[config.mk]
export PLATFORM = sky130hd
export DESIGN_NAME = sysmgr_rst_seq_flat
export DESIGN_NICKNAME = d
export VERILOG_FILES = /design/src/rtl/sysmgr_pkg.sv /design/src/rtl/sysmgr_rst_seq_if.sv /design/src/rtl/sysmgr_rst_sync.sv /design/src/rtl/sysmgr_rst_seq.sv /design/src/flat_wrapper.sv
export SDC_FILE = /design/constraint.sdc
export NUM_CORES = 1
export LEC_CHECK = 0
export BUFFER_PORTS_ARGS = -buffer_cell sky130_fd_sc_hd__buf_2
export CAP_MARGIN = 20
export CORE_UTILIZATION = 37
export DETAILED_ROUTE_END_ITERATION = 10
export PLACE_DENSITY = 0.66
export REMOVE_ABC_BUFFERS = 1
export SYNTH_ARGS = -nofsm -noshare
export SYNTH_HDL_FRONTEND = slang
export SYNTH_SLANG_ARGS = --single-unit
[constraint.sdc]
create_clock -name clk -period 0.8 [get_ports clk]
set_input_delay 0.16 -clock clk [delete_from_list [all_inputs] [get_ports clk]]
set_output_delay 0.16 -clock clk [all_outputs]
set_load 0.01 [all_outputs]
[src/rtl/sysmgr_pkg.sv]
// sysmgr_pkg: shared types and helpers for the system-manager reset blocks.
// Holds the sequencer state encoding and the counter-width helper.
package sysmgr_pkg;

  // Sequencer states: outputs held, hold countdown, staggered release, all released.
  typedef enum logic [1:0] {
    ST_ASSERT = 2'd0,
    ST_HOLD   = 2'd1,
    ST_REL    = 2'd2,
    ST_RUN    = 2'd3
  } seq_state_e;

  // Width of a counter that must reach max(hold, step) - 1 without wrapping.
  function automatic int cnt_width(input int hold_cycles, input int step_cycles);
    int max_c;
    max_c = (hold_cycles > step_cycles) ? hold_cycles : step_cycles;
    return $clog2(max_c + 1);
  endfunction

endpackage

[src/rtl/sysmgr_rst_seq_if.sv]
// sysmgr_rst_seq_if: control and status bundle of the reset sequencer.
// master = the system-manager controller side, slave = the sequencer.
interface sysmgr_rst_seq_if #(
  parameter int N_OUT = 3
);
  logic             ext_hold;
  logic             soft_req;
  logic             wdt_kick;
  logic [N_OUT-1:0] rst_out;
  logic             ready;
  logic             wdt_fired;

  modport master (
    output ext_hold, soft_req, wdt_kick,
    input  rst_out, ready, wdt_fired
  );

  modport slave (
    input  ext_hold, soft_req, wdt_kick,
    output rst_out, ready, wdt_fired
  );
endinterface

[src/rtl/sysmgr_rst_sync.sv]
// sysmgr_rst_sync: STAGES-deep asynchronous-assert / synchronous-deassert
// reset synchroniser. Output is low immediately when rst_n falls and goes
// high STAGES clock edges after rst_n rises.
module sysmgr_rst_sync #(
  parameter int STAGES = 2
) (
  input  logic clk,
  input  logic rst_n,
  output logic rst_sync_n_o
);

  logic [STAGES-1:0] sync_q;

  // Shift ones in from bit 0; the top bit is the synchronised reset.
  // NOTE: sequential state uses non-blocking assignments so every flop samples pre-edge values.
  always_ff @(posedge clk or negedge rst_n) begin
    if (!rst_n) begin
      sync_q <= '0;
    end else begin
      sync_q <= (sync_q << 1) | STAGES'(1);
    end
  end

  assign rst_sync_n_o = sync_q[STAGES-1];

endmodule

[src/rtl/sysmgr_rst_seq.sv]
// sysmgr_rst_seq: parametrised reset sequencer. Releases N_OUT active-high
// resets in index order: HOLD cycles after the synchronised reset release,
// then one every STEP cycles. ext_hold forces everything back to asserted;
// soft_req in RUN re-runs the sequence from HOLD.
// Optional watchdog enabled by defining SYSMGR_WDT_EN.
module sysmgr_rst_seq
  import sysmgr_pkg::*;
#(
  parameter int N_OUT       = 3,
  parameter int HOLD        = 240,
  parameter int STEP        = 16,
  parameter int SYNC_STAGES = 2,
  parameter int WDT_CYCLES  = 1048576
) (
  input logic              clk,
  input logic              rst_n,
  sysmgr_rst_seq_if.slave  bus_if
);

  localparam int               CNT_W     = cnt_width(HOLD, STEP);
  localparam logic [CNT_W-1:0] HOLD_LAST = CNT_W'(HOLD - 1);
  localparam logic [CNT_W-1:0] STEP_LAST = CNT_W'(STEP - 1);

  logic             rst_sync_n;
  seq_state_e       state_q;
  logic [CNT_W-1:0] cnt_q;
  logic [N_OUT-1:0] rst_out_q;
  logic [N_OUT-1:0] rel_d;
  logic             ready_q;
  logic             restart;
  logic             wdt_timeout;

  // The state flops act as the last synchroniser stage, so the chain in front
  // of them is one shorter: the FSM takes its first step on edge SYNC_STAGES.
  sysmgr_rst_sync #(
    .STAGES(SYNC_STAGES - 1)
  ) u_rst_sync (
    .clk          (clk),
    .rst_n        (rst_n),
    .rst_sync_n_o (rst_sync_n)
  );

  // Releasing the next output is a left shift of the asserted mask, which
  // guarantees that outputs can only ever deassert in index order.
  assign rel_d   = rst_out_q << 1;
  assign restart = bus_if.soft_req | wdt_timeout;

  // Sequencer FSM with registered outputs; ext_hold outranks every other request.
  always_ff @(posedge clk or negedge rst_sync_n) begin
    if (!rst_sync_n) begin
      state_q   <= ST_ASSERT;
      cnt_q     <= '0;
      rst_out_q <= '1;
      ready_q   <= 1'b0;
    end else if (bus_if.ext_hold) begin
      state_q   <= ST_ASSERT;
      cnt_q     <= '0;
      rst_out_q <= '1;
      ready_q   <= 1'b0;
    end else begin
      case (state_q)
        ST_ASSERT: begin
          state_q <= ST_HOLD;
          cnt_q   <= '0;
        end
        ST_HOLD: begin
          if (cnt_q == HOLD_LAST) begin
            cnt_q     <= '0;
            rst_out_q <= rel_d;
            ready_q   <= (rel_d == '0);
            state_q   <= (rel_d == '0) ? ST_RUN : ST_REL;
          end else begin
            cnt_q <= cnt_q + CNT_W'(1);
          end
        end
        ST_REL: begin
          if (cnt_q == STEP_LAST) begin
            cnt_q     <= '0;
            rst_out_q <= rel_d;
            ready_q   <= (rel_d == '0);
            state_q   <= (rel_d == '0) ? ST_RUN : ST_REL;
          end else begin
            cnt_q <= cnt_q + CNT_W'(1);
          end
        end
        ST_RUN: begin
          if (restart) begin
            state_q   <= ST_HOLD;
            cnt_q     <= '0;
            rst_out_q <= '1;
            ready_q   <= 1'b0;
          end
        end
        default: begin
          state_q   <= ST_ASSERT;
          cnt_q     <= '0;
          rst_out_q <= '1;
          ready_q   <= 1'b0;
        end
      endcase
    end
  end

  assign bus_if.rst_out = rst_out_q;
  assign bus_if.ready   = ready_q;

`ifdef SYSMGR_WDT_EN
  localparam int               WDT_W    = (WDT_CYCLES > 1) ? $clog2(WDT_CYCLES) : 1;
  localparam logic [WDT_W-1:0] WDT_LAST = WDT_W'(WDT_CYCLES - 1);

  logic [WDT_W-1:0] wdt_cnt_q;
  logic             wdt_fired_q;

  // A kick in the terminal cycle wins; ext_hold suppresses the timeout entirely.
  assign wdt_timeout = (state_q == ST_RUN) && !bus_if.ext_hold &&
                       !bus_if.wdt_kick && (wdt_cnt_q == WDT_LAST);

  // Watchdog counter runs only in RUN; fired flag is sticky until rst_n.
  always_ff @(posedge clk or negedge rst_sync_n) begin
    if (!rst_sync_n) begin
      wdt_cnt_q   <= '0;
      wdt_fired_q <= 1'b0;
    end else begin
      if ((state_q != ST_RUN) || bus_if.wdt_kick || wdt_timeout) begin
        wdt_cnt_q <= '0;
      end else begin
        wdt_cnt_q <= wdt_cnt_q + WDT_W'(1);
      end
      if (wdt_timeout) begin
        wdt_fired_q <= 1'b1;
      end
    end
  end

  assign bus_if.wdt_fired = wdt_fired_q;
`else
  logic unused_wdt;

  assign wdt_timeout      = 1'b0;
  assign bus_if.wdt_fired = 1'b0;
  assign unused_wdt       = bus_if.wdt_kick ^ (WDT_CYCLES == 0);
`endif

endmodule
[src/flat_wrapper.sv]
// flat-port wrapper written by rule: the top's interface ports become plain ports
module sysmgr_rst_seq_flat import sysmgr_pkg::*;
#(
  parameter int N_OUT       = 3,
  parameter int HOLD        = 240,
  parameter int STEP        = 16,
  parameter int SYNC_STAGES = 2,
  parameter int WDT_CYCLES  = 1048576
)
  (clk, rst_n, bus_if_ext_hold, bus_if_soft_req, bus_if_wdt_kick, bus_if_rst_out, bus_if_ready, bus_if_wdt_fired);
  sysmgr_rst_seq_if #(.N_OUT(N_OUT)) bus_if_i ();
  input logic clk;
  input logic rst_n;
  input wire logic [$bits(bus_if_i.ext_hold)-1:0] bus_if_ext_hold;
  input wire logic [$bits(bus_if_i.soft_req)-1:0] bus_if_soft_req;
  input wire logic [$bits(bus_if_i.wdt_kick)-1:0] bus_if_wdt_kick;
  output wire logic [$bits(bus_if_i.rst_out)-1:0] bus_if_rst_out;
  output wire logic [$bits(bus_if_i.ready)-1:0] bus_if_ready;
  output wire logic [$bits(bus_if_i.wdt_fired)-1:0] bus_if_wdt_fired;
  assign bus_if_i.ext_hold = bus_if_ext_hold;
  assign bus_if_i.soft_req = bus_if_soft_req;
  assign bus_if_i.wdt_kick = bus_if_wdt_kick;
  assign bus_if_rst_out = bus_if_i.rst_out;
  assign bus_if_ready = bus_if_i.ready;
  assign bus_if_wdt_fired = bus_if_i.wdt_fired;
  sysmgr_rst_seq #(.N_OUT(N_OUT), .HOLD(HOLD), .STEP(STEP), .SYNC_STAGES(SYNC_STAGES), .WDT_CYCLES(WDT_CYCLES)) u_core (.clk(clk), .rst_n(rst_n), .bus_if(bus_if_i));
endmodule
==> impl_metrics.tcl, run 1 <==
set metrics [dict create \
    outcome "finished, violations left" \
    violations "setup timing" \
    synth_ff_type "dfrtp_1" \
    avgSynthCellArea_sq_um 9.76 \
    cts_tree "yes" \
    synth_async_sr_flop_share 1.00 \
    drtIter0Drc 20 \
    grt_pass1_wl_mm 3.62 \
    power_mw 2.51 \
    grt_max_degree 14 \
    grt_use_total 0.194 \
    synth_top_family_by_area "simple AND/OR/NAND/NOR gates" \
    grt_pass1_vias 844 \
    n_fill_cell 184 \
    synth_compound_area_frac 0.115 \
    finClkSkew_ps 2.35 \
    drc_errors 0 \
    startpoint "u_core.state_q[0]" \
    clockBufferDepth 2 \
    worstPathCellList "inv_1 > ha_2 > and4b_2 > nor3_4 > buf_6 > nor4_4 > o32a_1" \
    die_area_sq_mm 0.00254 \
    synth.area.mux_share 0 \
    syn_inst 89 \
    crit_type "reg -> reg" \
    die_height_um 50.4 \
    p_comb_frac 0.477 \
    hold_viol 0 \
    fin_crit_ps 1680 \
    synth_edf_count 0 \
    overflow 0 \
    final_max_slew_viol_count 0 \
    setup_slack_ps -883 \
    cts_made_buffers 3 \
    cts_root_buffer "clkbuf_4" \
    antenna_found_initial 0 \
    pwr-share-seq 0.341 \
    synth-adder-area-share 0.0576 \
    clockPowerShare 0.182 \
    clock.fmax_mhz 594 \
    worstPathArrival_ps 1910 \
    core_sq_mm 0.00221 \
    required_ps 1020 \
    via_per_inst 5.15 \
    htree_levels 1 \
    post-dp-hpwl_mm 1.47 \
    hold_class "reg -> async" \
    path_max_fanout 4 \
    switching_share 0.378 \
    rsz0062_at_grt "yes" \
    power_density_mw_per_mm2 1940 \
    io_pins 10 \
    synth_simple_gate_area_share 0.301 \
    ant_nets 0 \
    tns_ps -12550 \
    synth_common_cells "nor2_1 (13), dfrtp_1 (12), xnor2_1 (5)" \
    synth_seq_cells 15 \
    ys_types 31 \
    place_worst_setup_slack_ps -942 \
    cts.clk_slew.worst_paths_ps 90 \
    synth_top_cell_by_area "dfrtp_1" \
    fin_crit_sh 2.10 \
    cts_sinks 15 \
    max-vdd-ir-drop_mv 1.26 \
    power.internal_mw 1.56 \
    rows 17 \
    nets 138 \
    die_x_um 50.4 \
    clock_latency_ps 290 \
    setup_violations 18 \
    routed_wl_mm 2.09 \
    synth_xor_area_frac 0.0504 \
    vias 804 \
    cap_violations 0 \
    cp_slowest_stage_delay_ps 420 \
    yosysSeqAreaShare 0.437 \
    r2r-start "u_core.state_q[0]" \
    synthToLayoutAreaGrowth_pct 49.0 \
    port_buffers 7 \
    power.switching_mw 0.951 \
    yosysMostFrequentCell "nor2_1" \
    p_leak_nw 0.536 \
    wl_per_cell_um 13.4 \
    synth_top_area_frac 0.346 \
    start_util 0.393 \
    drive_gt1_frac 0.453 \
    netlist_area_sq_um 868 \
    startpoint_type "flip-flop" \
    gp_congestion 0.781 \
    endpoint_kind "flip-flop" \
    firstDrtPassIters 4 \
    diodes 0 \
    synthTopCellsByArea "dfrtp_1 (35%), dfstp_2 (9.1%), ha_1 (5.8%)" \
    crit_slowest_cell "dfrtp_1" \
    yosys_warnings 0 \
]
-- placed cells by master (no fill, tap or decap), drive strengths merged --
cell type	n
nand4	1
nor2	14
a21oi	4
nor4	2
nand2b	2
xnor2	5
nand3b	1
or3	2
dlygate4sd3	1
inv	4
dfrtp	12
clkbuf	4
nor3	6
nor4b	1
nor3b	3
o32a	2
conb	2
ha	4
o32ai	3
buf	35
or4	1
dfstp	3
o31a	1
nand2	3
nor2b	2
o21ai	5
nand3	3
and4b	2
-- registers in the layout, summed over array words and instances (netlist names) --
signal	count
u_core.bus_if.ready	1
u_core.bus_if.rst_out	3
u_core.cnt_q	8
u_core.state_q	2
u_core.u_rst_sync.rst_sync_n_o	1
-- final timing paths --
kind                                             to  slack (ps)  cells past startpoint
setup / recovery           u_core.bus_if.rst_out[1]        -880                      7
setup reg to reg           u_core.bus_if.rst_out[1]        -880                      7
max in group asynchronous           u_core.cnt_q[0]         270                      1
hold / removal                    u_core.state_q[1]         120                      0
hold reg to reg                   u_core.state_q[1]         120                      0
min in group clk                  u_core.state_q[1]         220                      3
-- layout make-up --
class | instances | area [sq um] | share of cell area
multi-input cells | 69 | 549 | 0.425
flip-flops and latches | 15 | 379 | 0.293
repair buffers | 36 | 289 | 0.223
well taps | 28 | 35.0 | 0.0271
clock buffers | 4 | 26.3 | 0.0203
inverters | 4 | 15.0 | 0.0116
-- cell families (layout without fill, tap and decap cells) --
logic type                 Yosys count  after routing
adders and majority gates            4              4
AOI/OAI and AO/OA                   15             15
buffers and inverters                6             44
xor gates and xnor gates             5              5
DFF                                 15             15
and+or+nand+nor                     42             43
other                                2              2
-- through the flow --
step	utilization	cells	hold slack, ps	area [sq um]
6_report	0.585	156	119	1290
5_1_grt	0.585	156	149	1290
4_1_cts	0.574	155	126	1270
3_5_place_dp	0.490	143	-62.4	1080
3_3_place_gp	0.490	143	-65.1	1080
2_1_floorplan	-	87	-136	857
-- power by group through the flow --
stage	Combinational, mW	Clock (mW)	Sequential, mW
finish	1.20	0.457	0.857
global route	1.32	0.497	0.865
CTS	1.13	0.464	0.857
detailed placement	0.836	0	0.870
global placement	0.827	0	0.866
floorplan	0.558	0	0.872
-- critical path, delay by kind of cell, from the launching register on --
family,cells,cell delay [ps]
AO/OA/AOI/OAI,1,300
adder cells (fa/ha/maj),1,190
buffers and inverters,2,230
flip-flops,1,420
AND/OR/NAND/NOR,3,470
-- timing repair --
action,4_1_cts,5_1_grt
pin swaps,9,3
setup buffers,6,1
hold endpoints to repair,1,0
resized for setup,19,6
setup endpoints to repair,18,18
hold buffers,1,0
gates cloned,1,0
-- routing by layer --
layer  vias to the layer above  global-route usage  part of all wire
met5                         -                   0                 0
met4                         0               0.106             0.012
met3                         4              0.0273             0.016
met2                         8               0.327              0.51
met1                       394               0.238              0.46
li1                        398                   -                 -
Note: power is estimated with default switching activity, not from simulation.
==> run 2, diff against run 1 <==
- SETUP_SLACK_MARGIN: default -> 0.5
==> run 2 against run 1 <==
The flow still finishes with violations (setup timing). Sequential share of layout area shrank 1.9 points. First-iteration DRC count decreased by 10%. Setup slack got worse by 31 ps. Critical path type unchanged. Routed wire length increased by 10%. Die area stayed put. Via count is 5.6% higher. Count of clock-buffer cells in the layout unchanged. Register-to-register slack worse by 30 ps. Largest cell class unchanged. Final area rose by 8.1%. Final cell count rose by 4.5%. Worst hold slack better by 35 ps. Non-clock buffer count up 7.
==> impl_metrics.tcl, run 2 (synthesis gave the netlist of run 1 again) <==
set metrics [dict create \
    largest_register "u_core.cnt_q" \
    htree_levels 1 \
    design_area_sq_mm 0.00140 \
    cts.clk_slew.worst_paths_ps 90 \
    crit_type "reg -> reg" \
    hold_viol 0 \
    clockBufferDepth 2 \
    io_pins 10 \
    setup_violations 18 \
    clock_latency_ps 290 \
    tns_ps -13030 \
    hold_class "in -> async" \
    required_ps 1030 \
    die_x_um 50.4 \
    outcome "finished, violations left" \
    nets 145 \
    final_common_cell "buf_4" \
    post-dp-hpwl_mm 1.47 \
    start_util 0.393 \
    power_density_mw_per_mm2 1980 \
    drc_errors 0 \
    die_height_um 50.4 \
    worstPathArrival_ps 1940 \
    p_leak_nw 0.576 \
    endpoint_kind "flip-flop" \
    place_worst_setup_slack_ps -942 \
    cts_made_buffers 3 \
    rsz0062_at_grt "yes" \
    dp_cells 143 \
    grt_pass1_vias 858 \
    cap_violations 0 \
    synthToLayoutAreaGrowth_pct 61.1 \
    setup_slack_ps -914 \
    antenna_found_initial 0 \
    cts_sinks 15 \
    path_max_fanout 4 \
    max-vdd-ir-drop_mv 1.41 \
    fin_crit_sh 2.14 \
    port_buffers 7 \
    firstDrtPassIters 5 \
    die_area_sq_mm 0.00254 \
    overflow 0 \
    finClkSkew_ps 0.864 \
    final_cell_mix "buf_4 (27), nor2_1 (12), buf_6 (10)" \
    rows 17 \
    clock.fmax_mhz 583 \
    grt_pass1_wl_mm 3.78 \
    drtIter0Drc 18 \
    gp_congestion 0.781 \
    final_max_slew_viol_count 0 \
    vias 849 \
    routed_wl_mm 2.30 \
    fin_crit_ps 1710 \
    cts_root_buffer "clkbuf_4" \
    grt_max_degree 14 \
    instances_no_fill 163 \
    grt_use_total 0.205 \
    startpoint_type "flip-flop" \
    n_fill_cell 170 \
    diodes 0 \
    ant_nets 0 \
    cts_tree "yes" \
    placed_area_sq_mm 0.00108 \
    violations "setup timing" \
    wl_per_cell_um 14.1 \
    drive_gt1_frac 0.511 \
    final_util 0.632 \
    core_sq_mm 0.00221 \
    largest_reg_flops 8 \
    via_per_inst 5.21 \
]
-- run 2: layout make-up --
| cell class | count | area, sq um | area share |
|---|---|---|---|
| clock buffers | 4 | 26.3 | 0.0188 |
| flip-flops and latches | 15 | 383 | 0.274 |
| multi-input cells | 69 | 579 | 0.414 |
| well taps | 28 | 35.0 | 0.0250 |
| inverters | 4 | 15.0 | 0.0107 |
| repair buffers | 43 | 360 | 0.258 |
-- run 2: routing by layer --
| layer | vias up | GRT usage | wire length (um) |
|---|---|---|---|
| met2 | 17 | 0.342 | 1170 |
| met3 | 7 | 0.0303 | 51 |
| met5 | - | 0 | 0 |
| met1 | 413 | 0.249 | 1030 |
| met4 | 0 | 0.120 | 58 |
| li1 | 412 | - | - |
-- run 2: worst paths after layout --
kind,from,endpoint,slack [ps],cells after the start
max in group asynchronous,u_core.u_rst_sync.rst_sync_n_o,u_core.bus_if.rst_out[1],380,1
worst max register to register,u_core.state_q[1],u_core.bus_if.rst_out[2],-910,8
worst min register to register,u_core.u_rst_sync.rst_sync_n_o,u_core.state_q[0],250,1
min in group clk,bus_if_ext_hold,u_core.state_q[0],220,3
worst min-delay path,rst_n,u_core.u_rst_sync.rst_sync_n_o,150,2
worst max-delay path,u_core.state_q[1],u_core.bus_if.rst_out[2],-910,8
-- run 2: critical path, cell delays in order, from the launching register on --
cell and delay, ps:
dfrtp_2 450, inv_2 70, ha_4 160, nor4_4 50, buf_4 150, nor3_4 200
buf_6 160, nor4_4 40, o32a_1 340
-- run 2: timing repair --
action                                  in CTS  in global routing
endpoints found under the setup margin      32                 32
buffers inserted                            10                  4
pin swaps                                    9                 10
endpoints found under the hold margin        1                  0
gates resized for setup                     25                 13
hold buffers                                 1                  0
cloned                                       1                  0
-- run 2: report_power, final --
part           internal (mW)  switching, mW
clock                  0.195          0.258
sequential             0.815         0.0672
combinational          0.711          0.721
total                   1.72           1.05
-- run 2: stage by stage --
| stage | hold slack [ps] | power [mW] |
|---|---|---|
| after global placement | -65.1 | 1.69 |
| after global routing | 160 | 2.93 |
| after detailed placement | -62.4 | 1.71 |
| after CTS | 154 | 2.48 |
| after floorplan | -136 | 1.43 |
| final | 154 | 2.77 |
==> run 3, diff against run 2 <==
- CORE_UTILIZATION: 37 -> 50
- PLACE_DENSITY: 0.66 -> 0.82
==> run 3 against run 2 <==
The flow still finishes with violations (setup timing). Total power is 0.17% lower. Critical path depth is 2 lower. Core utilization is 21 points higher. Combinational power hardly changed. Critical path type unchanged. Largest cell class unchanged. Largest power group unchanged. Highest routed layer unchanged.
==> impl_metrics.tcl, run 3 (synthesis gave the netlist of run 1 again) <==
set metrics [dict create \
    outcome "finished, violations left" \
    violations "setup timing" \
    hold_viol 0 \
    n_fill_cell 78 \
    nets 141 \
    final_max_slew_viol_count 0 \
    max-vdd-ir-drop_mv 1.85 \
    overflow 0 \
    cts.clk_slew.worst_paths_ps 90 \
    multi_input_area_sq_um 546 \
    place_worst_setup_slack_ps -945 \
    antenna_found_initial 0 \
    tns_ps -14290 \
    firstDrtPassIters 4 \
    io_pins 10 \
    power_mw 2.76 \
    final_common_cell "buf_4" \
    final_cell_mix "buf_4 (27), nor2_1 (13), dfrtp_1 (11)" \
    core_sq_mm 0.00156 \
    r2r_cells 6 \
    design_area_sq_mm 0.00132 \
    drc_errors 0 \
    reg2reg_slack_ps -980 \
    rows 14 \
    clock_latency_ps 290 \
    drive_gt1_frac 0.466 \
    clockBufferDepth 2 \
    port_buffers 7 \
    drtIter0Drc 22 \
    ant_nets 0 \
    worstPathArrival_ps 2010 \
    setup_violations 18 \
    fin_crit_sh 2.22 \
    largest_register "u_core.cnt_q" \
    cts_tree "yes" \
    clock.fmax_mhz 563 \
    cts_made_buffers 3 \
    cts_root_buffer "clkbuf_4" \
    cts_sinks 15 \
    required_ps 1030 \
    start_util 0.557 \
    regArea_sq_um 380 \
    placed_area_sq_mm 0.00108 \
    crit_type "reg -> reg" \
    endpoint_kind "flip-flop" \
    cap_violations 0 \
    die_height_um 43.7 \
    path_max_fanout 5 \
    grt_use_total 0.283 \
    gp_congestion 0.839 \
    grt_max_degree 14 \
    die_x_um 43.7 \
    setup_slack_ps -977 \
    htree_levels 1 \
    grt_pass1_vias 851 \
    via_per_inst 5.74 \
    routed_wl_mm 2.50 \
    grt_pass1_wl_mm 3.91 \
    startpoint_type "flip-flop" \
    synthToLayoutAreaGrowth_pct 51.6 \
    r2r-start "u_core.state_q[0]" \
    finClkSkew_ps 3.50 \
    largest_reg_flops 8 \
    wl_per_cell_um 17.0 \
    hold_class "in -> async" \
    diodes 0 \
    post-dp-hpwl_mm 1.57 \
    power_density_mw_per_mm2 2100 \
    r2r_end "u_core.bus_if.rst_out[1]" \
    die_area_sq_mm 0.00191 \
    fin_crit_ps 1780 \
    vias 844 \
    p_leak_nw 0.556 \
    rsz0062_at_grt "yes" \
]
[run 3: final cells by class]
cell class                      count  area share
Inverter                            4      0.0114
Multi-Input combinational cell     69       0.414
Timing Repair Buffer               39       0.250
Tap cell                           16      0.0152
Clock buffer                        4      0.0200
Sequential cell                    15       0.289
[run 3: worst max-delay path by stage]
stage	end	start	slack [ps]	cells after the start
detailed placement	u_core.bus_if.ready	u_core.state_q[0]	-940	6
floorplan	u_core.bus_if.ready	u_core.state_q[0]	-780	6
global route	u_core.cnt_q[6]	u_core.state_q[0]	-1050	7
CTS	u_core.bus_if.rst_out[1]	u_core.state_q[0]	-910	5
global placement	u_core.bus_if.ready	u_core.state_q[0]	-840	6
finish	u_core.bus_if.rst_out[1]	u_core.state_q[0]	-980	6
[run 3: routing by layer]
metal,part of all wire,vias to the layer above,GRT usage
met3,0.025,2,0.0375
met1,0.43,414,0.365
li1,-,406,-
met4,0.0060,0,0.0750
met2,0.54,22,0.499
met5,0,-,0
[run 3: worst max-delay path, stage by stage, from the launching register on]
cell,delay (ps)
dfrtp_1,430
inv_2,90
ha_4,150
and4b_2,280
nor3_4,340
nand3b_1,230
o32a_1,180
[run 3: per-stage QoR]
step / utilization / std cells / hold WS [ps]
global placement: 0.691 / 132 / -63.8
global route: 0.844 / 147 / 167
CTS: 0.783 / 141 / 163
detailed placement: 0.691 / 132 / -63.4
floorplan: - / 87 / -136
finish: 0.844 / 147 / 172
[run 3: power breakdown]
group | switching (mW) | total, mW | leakage [nW] | internal [mW]
logic | 0.763 | 1.45 | 0.347 | 0.685
clock network | 0.256 | 0.450 | 0.0150 | 0.194
registers | 0.0547 | 0.863 | 0.194 | 0.809
total | 1.07 | 2.76 | 0.556 | 1.69
[run 3: timing repair]
item | in CTS | in global routing
buffers inserted | 2 | 6
hold buffers | 1 | 0
setup endpoints to repair | 32 | 32
endpoints found under the hold margin | 1 | 0
cloned | 2 | 0
gates resized for setup | 13 | 14
pin swaps | 2 | 8
